$ cat src/rtl/dmem_pkg.sv
// Shared definitions for the data-memory responder: FSM encoding and sizing constants.
package dmem_pkg;

  localparam int WAIT_CNT_W = 4;
  localparam int NUM_LANES  = 4;

  typedef enum logic [1:0] {
    IDLE = 2'd0,
    WAIT = 2'd1,
    RESP = 2'd2
  } dmem_state_t;

endpackage

$ cat src/rtl/dmem_responder_if.sv
// Core-to-data-memory request/response bundle; the core is the master, the responder the slave.
interface dmem_responder_if;

  logic        req;
  logic        we;
  logic [31:0] addr;
  logic [31:0] wdata;
  logic [3:0]  byteEnable;
  logic [31:0] rdata;
  logic        ready;
  logic        busy;
  logic        err;

  modport master (
    output req, we, addr, wdata, byteEnable,
    input  rdata, ready, busy, err
  );

  modport slave (
    input  req, we, addr, wdata, byteEnable,
    output rdata, ready, busy, err
  );

endinterface

$ cat src/rtl/dmem_array.sv
// Unreset word storage built from byte lanes: synchronous per-lane write, combinational word read.
module dmem_array
  import dmem_pkg::*;
#(
  parameter int DEPTH_WORDS = 64,
  localparam int IDX_W = $clog2(DEPTH_WORDS)
) (
  input  logic                 clk,
  input  logic [NUM_LANES-1:0] lane_we,
  input  logic [IDX_W-1:0]     wr_idx,
  input  logic [31:0]          wdata,
  input  logic [IDX_W-1:0]     rd_idx,
  output logic [31:0]          rdata
);

  for (genvar l = 0; l < NUM_LANES; l++) begin : g_lane
    logic [7:0] mem [DEPTH_WORDS];

    always_ff @(posedge clk) begin
      if (lane_we[l]) begin
        mem[wr_idx] <= wdata[8*l +: 8];
      end
    end

    assign rdata[8*l +: 8] = mem[rd_idx];
  end

endmodule

$ cat src/rtl/dmem_responder.sv
// Fixed-latency data-memory responder for the core's memory stage.
// Define DMEM_RANGE_CHECK_EN to flag out-of-range addresses instead of aliasing them.
module dmem_responder
  import dmem_pkg::*;
#(
  parameter int DEPTH_WORDS = 64,
  parameter int WAIT_CYCLES = 2
) (
  input  logic            clk,
  input  logic            reset,
  dmem_responder_if.slave bus
);

  localparam int IDX_W = $clog2(DEPTH_WORDS);
  localparam logic [WAIT_CNT_W-1:0] WAIT_LOAD =
    (WAIT_CYCLES == 0) ? '0 : WAIT_CNT_W'(WAIT_CYCLES - 1);
  localparam logic [31:0] ADDR_LIMIT = 32'(DEPTH_WORDS) << 2;

  dmem_state_t           state, next_state;
  logic [WAIT_CNT_W-1:0] cnt, next_cnt;
  logic                  accept;

  logic                  we_q;
  logic [31:0]           addr_q;
  logic [31:0]           wdata_q;
  logic [NUM_LANES-1:0]  be_q;
  logic [31:0]           rdata_q;

  logic                  cur_we;
  logic [31:0]           cur_addr;
  logic                  cur_oor;
  logic                  q_oor;
  logic                  load_rdata;
  logic [NUM_LANES-1:0]  lane_we;
  logic [31:0]           mem_rdata;
  logic                  unused_addr_bits;

  // With zero wait states the read data is captured on the accepting edge,
  // before the request is latched, so the array is addressed from the bus in IDLE.
  assign cur_we   = (state == IDLE) ? bus.we   : we_q;
  assign cur_addr = (state == IDLE) ? bus.addr : addr_q;

`ifdef DMEM_RANGE_CHECK_EN
  assign cur_oor = (cur_addr >= ADDR_LIMIT);
  assign q_oor   = (addr_q >= ADDR_LIMIT);
`else
  assign cur_oor = 1'b0;
  assign q_oor   = 1'b0;
`endif

  assign unused_addr_bits = ^{cur_addr[1:0], addr_q[1:0],
                              cur_addr[31:IDX_W+2], addr_q[31:IDX_W+2], ADDR_LIMIT};

  always_comb begin
    next_state = state;
    next_cnt   = cnt;
    accept     = 1'b0;
    case (state)
      IDLE: begin
        if (bus.req) begin
          accept = 1'b1;
          if (WAIT_CYCLES == 0) begin
            next_state = RESP;
          end else begin
            next_state = WAIT;
            next_cnt   = WAIT_LOAD;
          end
        end
      end
      WAIT: begin
        if (cnt == '0) begin
          next_state = RESP;
        end else begin
          next_cnt = cnt - 1'b1;
        end
      end
      RESP: begin
        next_state = IDLE;
      end
      default: begin
        next_state = IDLE;
        next_cnt   = '0;
      end
    endcase
  end

  assign load_rdata = (next_state == RESP) && (state != RESP) && !cur_we;

  always_ff @(posedge clk or negedge reset) begin
    if (!reset) begin
      state   <= IDLE;
      cnt     <= '0;
      we_q    <= 1'b0;
      addr_q  <= '0;
      wdata_q <= '0;
      be_q    <= '0;
      rdata_q <= '0;
    end else begin
      state <= next_state;
      cnt   <= next_cnt;
      if (accept) begin
        we_q    <= bus.we;
        addr_q  <= bus.addr;
        wdata_q <= bus.wdata;
        be_q    <= bus.byteEnable;
      end
      if (load_rdata) begin
        rdata_q <= cur_oor ? '0 : mem_rdata;
      end
    end
  end

  // The write lands on the edge that leaves RESP; an async reset drops the
  // state out of RESP first, which is what keeps an aborted write from committing.
  assign lane_we = (state == RESP && we_q && !q_oor) ? be_q : '0;

  dmem_array #(
    .DEPTH_WORDS(DEPTH_WORDS)
  ) u_array (
    .clk     (clk),
    .lane_we (lane_we),
    .wr_idx  (addr_q[IDX_W+1:2]),
    .wdata   (wdata_q),
    .rd_idx  (cur_addr[IDX_W+1:2]),
    .rdata   (mem_rdata)
  );

  assign bus.rdata = rdata_q;
  assign bus.ready = (state == RESP);
  assign bus.busy  = (state != IDLE);
  assign bus.err   = (state == RESP) && q_oor;

endmodule

$ cat src/flat_wrapper.sv
// flat-port wrapper written by rule: the top's interface ports become plain ports
module dmem_responder_flat import dmem_pkg::*;
#(
  parameter int DEPTH_WORDS = 64,
  parameter int WAIT_CYCLES = 2
)
  (clk, reset, bus_req, bus_we, bus_addr, bus_wdata, bus_byteEnable, bus_rdata, bus_ready, bus_busy, bus_err);
  dmem_responder_if bus_i ();
  input  logic clk;
  input  logic reset;
  input wire logic [$bits(bus_i.req)-1:0] bus_req;
  input wire logic [$bits(bus_i.we)-1:0] bus_we;
  input wire logic [$bits(bus_i.addr)-1:0] bus_addr;
  input wire logic [$bits(bus_i.wdata)-1:0] bus_wdata;
  input wire logic [$bits(bus_i.byteEnable)-1:0] bus_byteEnable;
  output wire logic [$bits(bus_i.rdata)-1:0] bus_rdata;
  output wire logic [$bits(bus_i.ready)-1:0] bus_ready;
  output wire logic [$bits(bus_i.busy)-1:0] bus_busy;
  output wire logic [$bits(bus_i.err)-1:0] bus_err;
  assign bus_i.req = bus_req;
  assign bus_i.we = bus_we;
  assign bus_i.addr = bus_addr;
  assign bus_i.wdata = bus_wdata;
  assign bus_i.byteEnable = bus_byteEnable;
  assign bus_rdata = bus_i.rdata;
  assign bus_ready = bus_i.ready;
  assign bus_busy = bus_i.busy;
  assign bus_err = bus_i.err;
  dmem_responder #(.DEPTH_WORDS(DEPTH_WORDS), .WAIT_CYCLES(WAIT_CYCLES)) u_core (.clk(clk), .reset(reset), .bus(bus_i));
endmodule
$ cat config.mk
export PLATFORM = sky130hd
export DESIGN_NAME = dmem_responder_flat
export DESIGN_NICKNAME = d
export VERILOG_FILES = /design/src/rtl/dmem_pkg.sv /design/src/rtl/dmem_responder_if.sv /design/src/rtl/dmem_array.sv /design/src/rtl/dmem_responder.sv /design/src/flat_wrapper.sv
export SDC_FILE = /design/constraint.sdc
export NUM_CORES = 2
export LEC_CHECK = 0
export CAP_MARGIN = 15
export CORE_UTILIZATION = 60
export DETAILED_ROUTE_END_ITERATION = 7
export DONT_BUFFER_PORTS = 1
export PLACE_DENSITY = 0.76
export SLEW_MARGIN = 20
export SYNTH_ARGS = -nofsm -noshare
export SYNTH_HDL_FRONTEND = slang
export SYNTH_SLANG_ARGS = --single-unit
$ cat constraint.sdc
create_clock -name clk -period 3.4 [get_ports clk]
set_input_delay 0.34 -clock clk [delete_from_list [all_inputs] [get_ports clk]]
set_output_delay 0.34 -clock clk [all_outputs]
set_load 0.02 [all_outputs]
==> impl_results.md <==
- Yosys warnings: 0
- Detailed placement HPWL: roughly 140000 µm
- Mapped Avg Cell Area: about 15 µm²
- Routability cong.: 0.948
- Grt ovf: 0
- Die area: between 0.1 and 0.15 mm²
- Cells after synthesis: between 5000 and 6000
- Fill count: between 8000 and 9000
- Failing checks: DRC
- Worst R2R End: u_core.bus.rdata[1]
- Crit path from: u_core.state[0]
- Switching share of power: 0.370
- Vias per cell: 6.58
- FF-to-FF setup slack: between 150 and 200 ps
- Share of cells above drive strength 1: 0.119
- Mapped Area: 0.0839 mm²
- Leading cell type by number of instances after synthesis: edfxtp_1
- Crit path kind: flip-flop to flip-flop
- Net Switching: 32.1 mW
- Maximum vdd drop: between 0.001 and 0.0015 V
- Worst Setup Start Kind: flip-flop
- Crit Path Max Fanout: 30
- Worst hold endpoint: u_core.cnt[1]
- Routed WL: 224000 µm
- Synth Flop Type: edfxtp_1
- Yosys reg bits: roughly 2100
- Design area: about 0.094 mm²
- Synth cell count leaders: 2048 x edfxtp_1, 991 x nand2_1, 440 x mux2i_1
- Power Density: between 900 and 1000 mW/mm²
- Num Clock Sinks: roughly 2100
- Vias in the first global route: roughly 50000
- Slew Viols, Final: 0
- Final net count: between 5000 and 6000
- Drt pass-1 iters: 8
- Post-route ant nets: 0
- Clock skew: 31.1 ps
- Initial Utilization: 0.607
- CTS tree: yes
- # IOs: between 100 and 150
- Final setup vio count: 0
- Largest net degree at the start of global routing: about 80
- Logic pwr share: 0.326
- P_leak: 32.4 nW
- CORE AREA: about 0.14 mm²
- Flop pwr share: 0.426
- CTS Buffer Depth: 3
- Hold WC Path Type: input port to flip-flop
- Hold_sp: bus_req
- Port Buffers: 0
- Post-synth ARST share: 0.0380
- Number of antenna violations at the first check in global routing: 14
- CTS Buf Count: between 200 and 250
- Die H: about 380 µm
- Htree depth: 4
- Routed len/inst: 28.5 µm
- Area Overhead vs Synth: 12.5%
- Synth area leader: edfxtp_1
- Global Route Usage Sum: 0.316
- DR DRC count: 1
- RSZ-0062 raised after global routing: false
- Final Hold Viols: 0
- DIE WIDTH: around 380 µm
- Share of the synthesized area in the top cell type: 0.733
- Max Freq: between 0.3 and 0.4 GHz
- Synthesized net count: 5720
- Cell Area, Placed: approximately 0.088 mm²
- R2r worst-path depth: 10
- Max cap viols: 0
- Final min period: ~3200 ps
- Status: finished, violations left
- Clk pwr share: 0.248
- Global-route wire length before repair: between 300000 and 400000 µm
- Synth area leaders: edfxtp_1 73%, mux2i_1 5.2%, nand2_1 4.4%
- Fin Hold WS: 52.8 ps
- Routed via count: roughly 52000
- Hold Path Depth: 4
- Site row count: 136
- Clock Pin Slew Worst Setup and Hold Paths: 60 ps
- Internal Power: 54.8 mW
- CTS root buffer: clkbuf_16
- CP Data Required Time: slightly above 4000 ps
- Worst Tran Pin Value: between 1000 and 1500 ps
- Final setup TNS: 0 ps
- EDFF count, synth: around 2000
- Reg2Reg Launch Point: u_core.state[0]
- Initial drt markers: around 7600
- Library cells used by synthesis: 60
- Period utilisation layout: 0.954
- CP Capture Type: flip-flop
- Worst-Skew Late Latency: ~850 ps
- Worst Path Arrival: approximately 3900 ps
- Sequential-to-total area share from yosys stat: 0.757
- Relative slew slack: 0.198
## placed cells by master (no fill, tap or decap), drive strengths merged, types with 4 or more instances in the layout
| master | count |
|---|---|
| a211oi | 38 |
| a21o | 12 |
| a21oi | 57 |
| a222oi | 63 |
| a2bb2oi | 13 |
| a311oi | 7 |
| a31o | 4 |
| a31oi | 172 |
| a32o | 50 |
| a32oi | 69 |
| and3 | 37 |
| and4 | 5 |
| buf | 311 |
| bufinv | 11 |
| clkbuf | 263 |
| clkinv | 92 |
| dfrtp | 81 |
| diode | 7 |
| dlygate4sd3 | 51 |
| edfxtp | 2048 |
| inv | 16 |
| mux2 | 59 |
| mux2i | 440 |
| nand2 | 992 |
| nand3 | 309 |
| nand4 | 72 |
| nor2 | 370 |
| nor3 | 37 |
| nor4 | 7 |
| o2111ai | 19 |
| o211a | 18 |
| o21ai | 156 |
| o21ba | 4 |
| o221ai | 45 |
| o22ai | 19 |
| o31ai | 13 |
| or2 | 6 |
## worst max-delay path by stage
| stage | depth (start not counted) | endpoint |
|---|---|---|
| 2_1_floorplan | 8 | u_core.u_array.g_lane[2].mem[0][0] |
| 3_3_place_gp | 10 | u_core.bus.rdata[1] |
| 3_5_place_dp | 10 | u_core.bus.rdata[1] |
| 4_1_cts | 10 | u_core.bus.rdata[1] |
| 5_1_grt | 10 | u_core.bus.rdata[1] |
| 6_report | 10 | u_core.bus.rdata[1] |
## worst max-delay path, cell delays in order, from the launching register on
cell,delay [ps]
dfrtp_1,380
buf_4,180
or4b_1,570
o21ai_4,360
buf_12,320
buf_4,210
a32oi_1,140
and3_1,250
nor4_1,420
buf_4,190
a211oi_1,40
## cells by family (layout without fill, tap and decap cells)
logic type,Yosys count,in the layout,share of synthesized area
flip-flops,2129,2129,0.757
AND/OR/NAND/NOR,1851,1851,0.0930
AO/OA/AOI/OAI,766,766,0.0661
multiplexers,499,499,0.0604
buffers and inverters,396,744,0.0230
adder cells (fa/ha/maj),2,2,0.000298
XOR/XNOR,2,2,0.000209
other,1,8,0.0000447
## sequential cells by signal, indices dropped and copies added (netlist names)
register                   cells
u_core.wdata_q                32
u_core.be_q                    4
u_core.state                   2
u_core.we_q                    1
u_core.cnt                     4
u_core.u_array.g_lane.mem   2048
u_core.bus.rdata              32
u_core.addr_q                  6
## per-stage QoR
| stage | setup slack (ps) | utilization | power (mW) | std cells |
|---|---|---|---|---|
| floorplan | 835 | - | 52.9 | 5646 |
| global placement | 299 | 0.634 | 64.2 | 7433 |
| CTS | 183 | 0.683 | 86.3 | 7857 |
| detailed placement | 234 | 0.634 | 65.0 | 7433 |
| finish | 158 | 0.683 | 86.9 | 7864 |
| global route | 76.3 | 0.683 | 89.4 | 7857 |
## layout make-up
cell class / instances / area (µm²) / area share
tap: 1863 / 2330 / 0.0247
inverter: 10 / 37.5 / 0.000398
antenna: 7 / 17.5 / 0.000186
timing repair buffer: 362 / 3520 / 0.0372
multi-input combinational: 3121 / 18700 / 0.198
clock inverter: 109 / 821 / 0.00869
sequential: 2129 / 63600 / 0.673
clock buffer: 263 / 5440 / 0.0576
## what timing repair did
item,4_1_cts,5_1_grt
endpoints found under the hold margin,125,0
hold buffers,52,0
setup buffers,0,0
resized for setup,0,0
## power by group through the flow
| stage | logic, mW | clock network, mW | registers, mW |
|---|---|---|---|
| 2_1_floorplan | 17.0 | 0 | 36.0 |
| 3_3_place_gp | 26.9 | 0 | 37.3 |
| 3_5_place_dp | 27.5 | 0 | 37.5 |
| 4_1_cts | 27.8 | 21.6 | 36.9 |
| 5_1_grt | 29.7 | 22.6 | 37.2 |
| 6_report | 28.3 | 21.5 | 37.0 |
## layer usage
metal | part of all wire | GRT usage | vias up
li1 | - | - | 22000
met1 | 0.36 | 0.424 | 25700
met2 | 0.46 | 0.489 | 3562
met3 | 0.13 | 0.0867 | 563
met4 | 0.046 | 0.138 | 10
met5 | 0.00036 | 0 | -
Note: power is estimated with default switching activity, not from simulation.
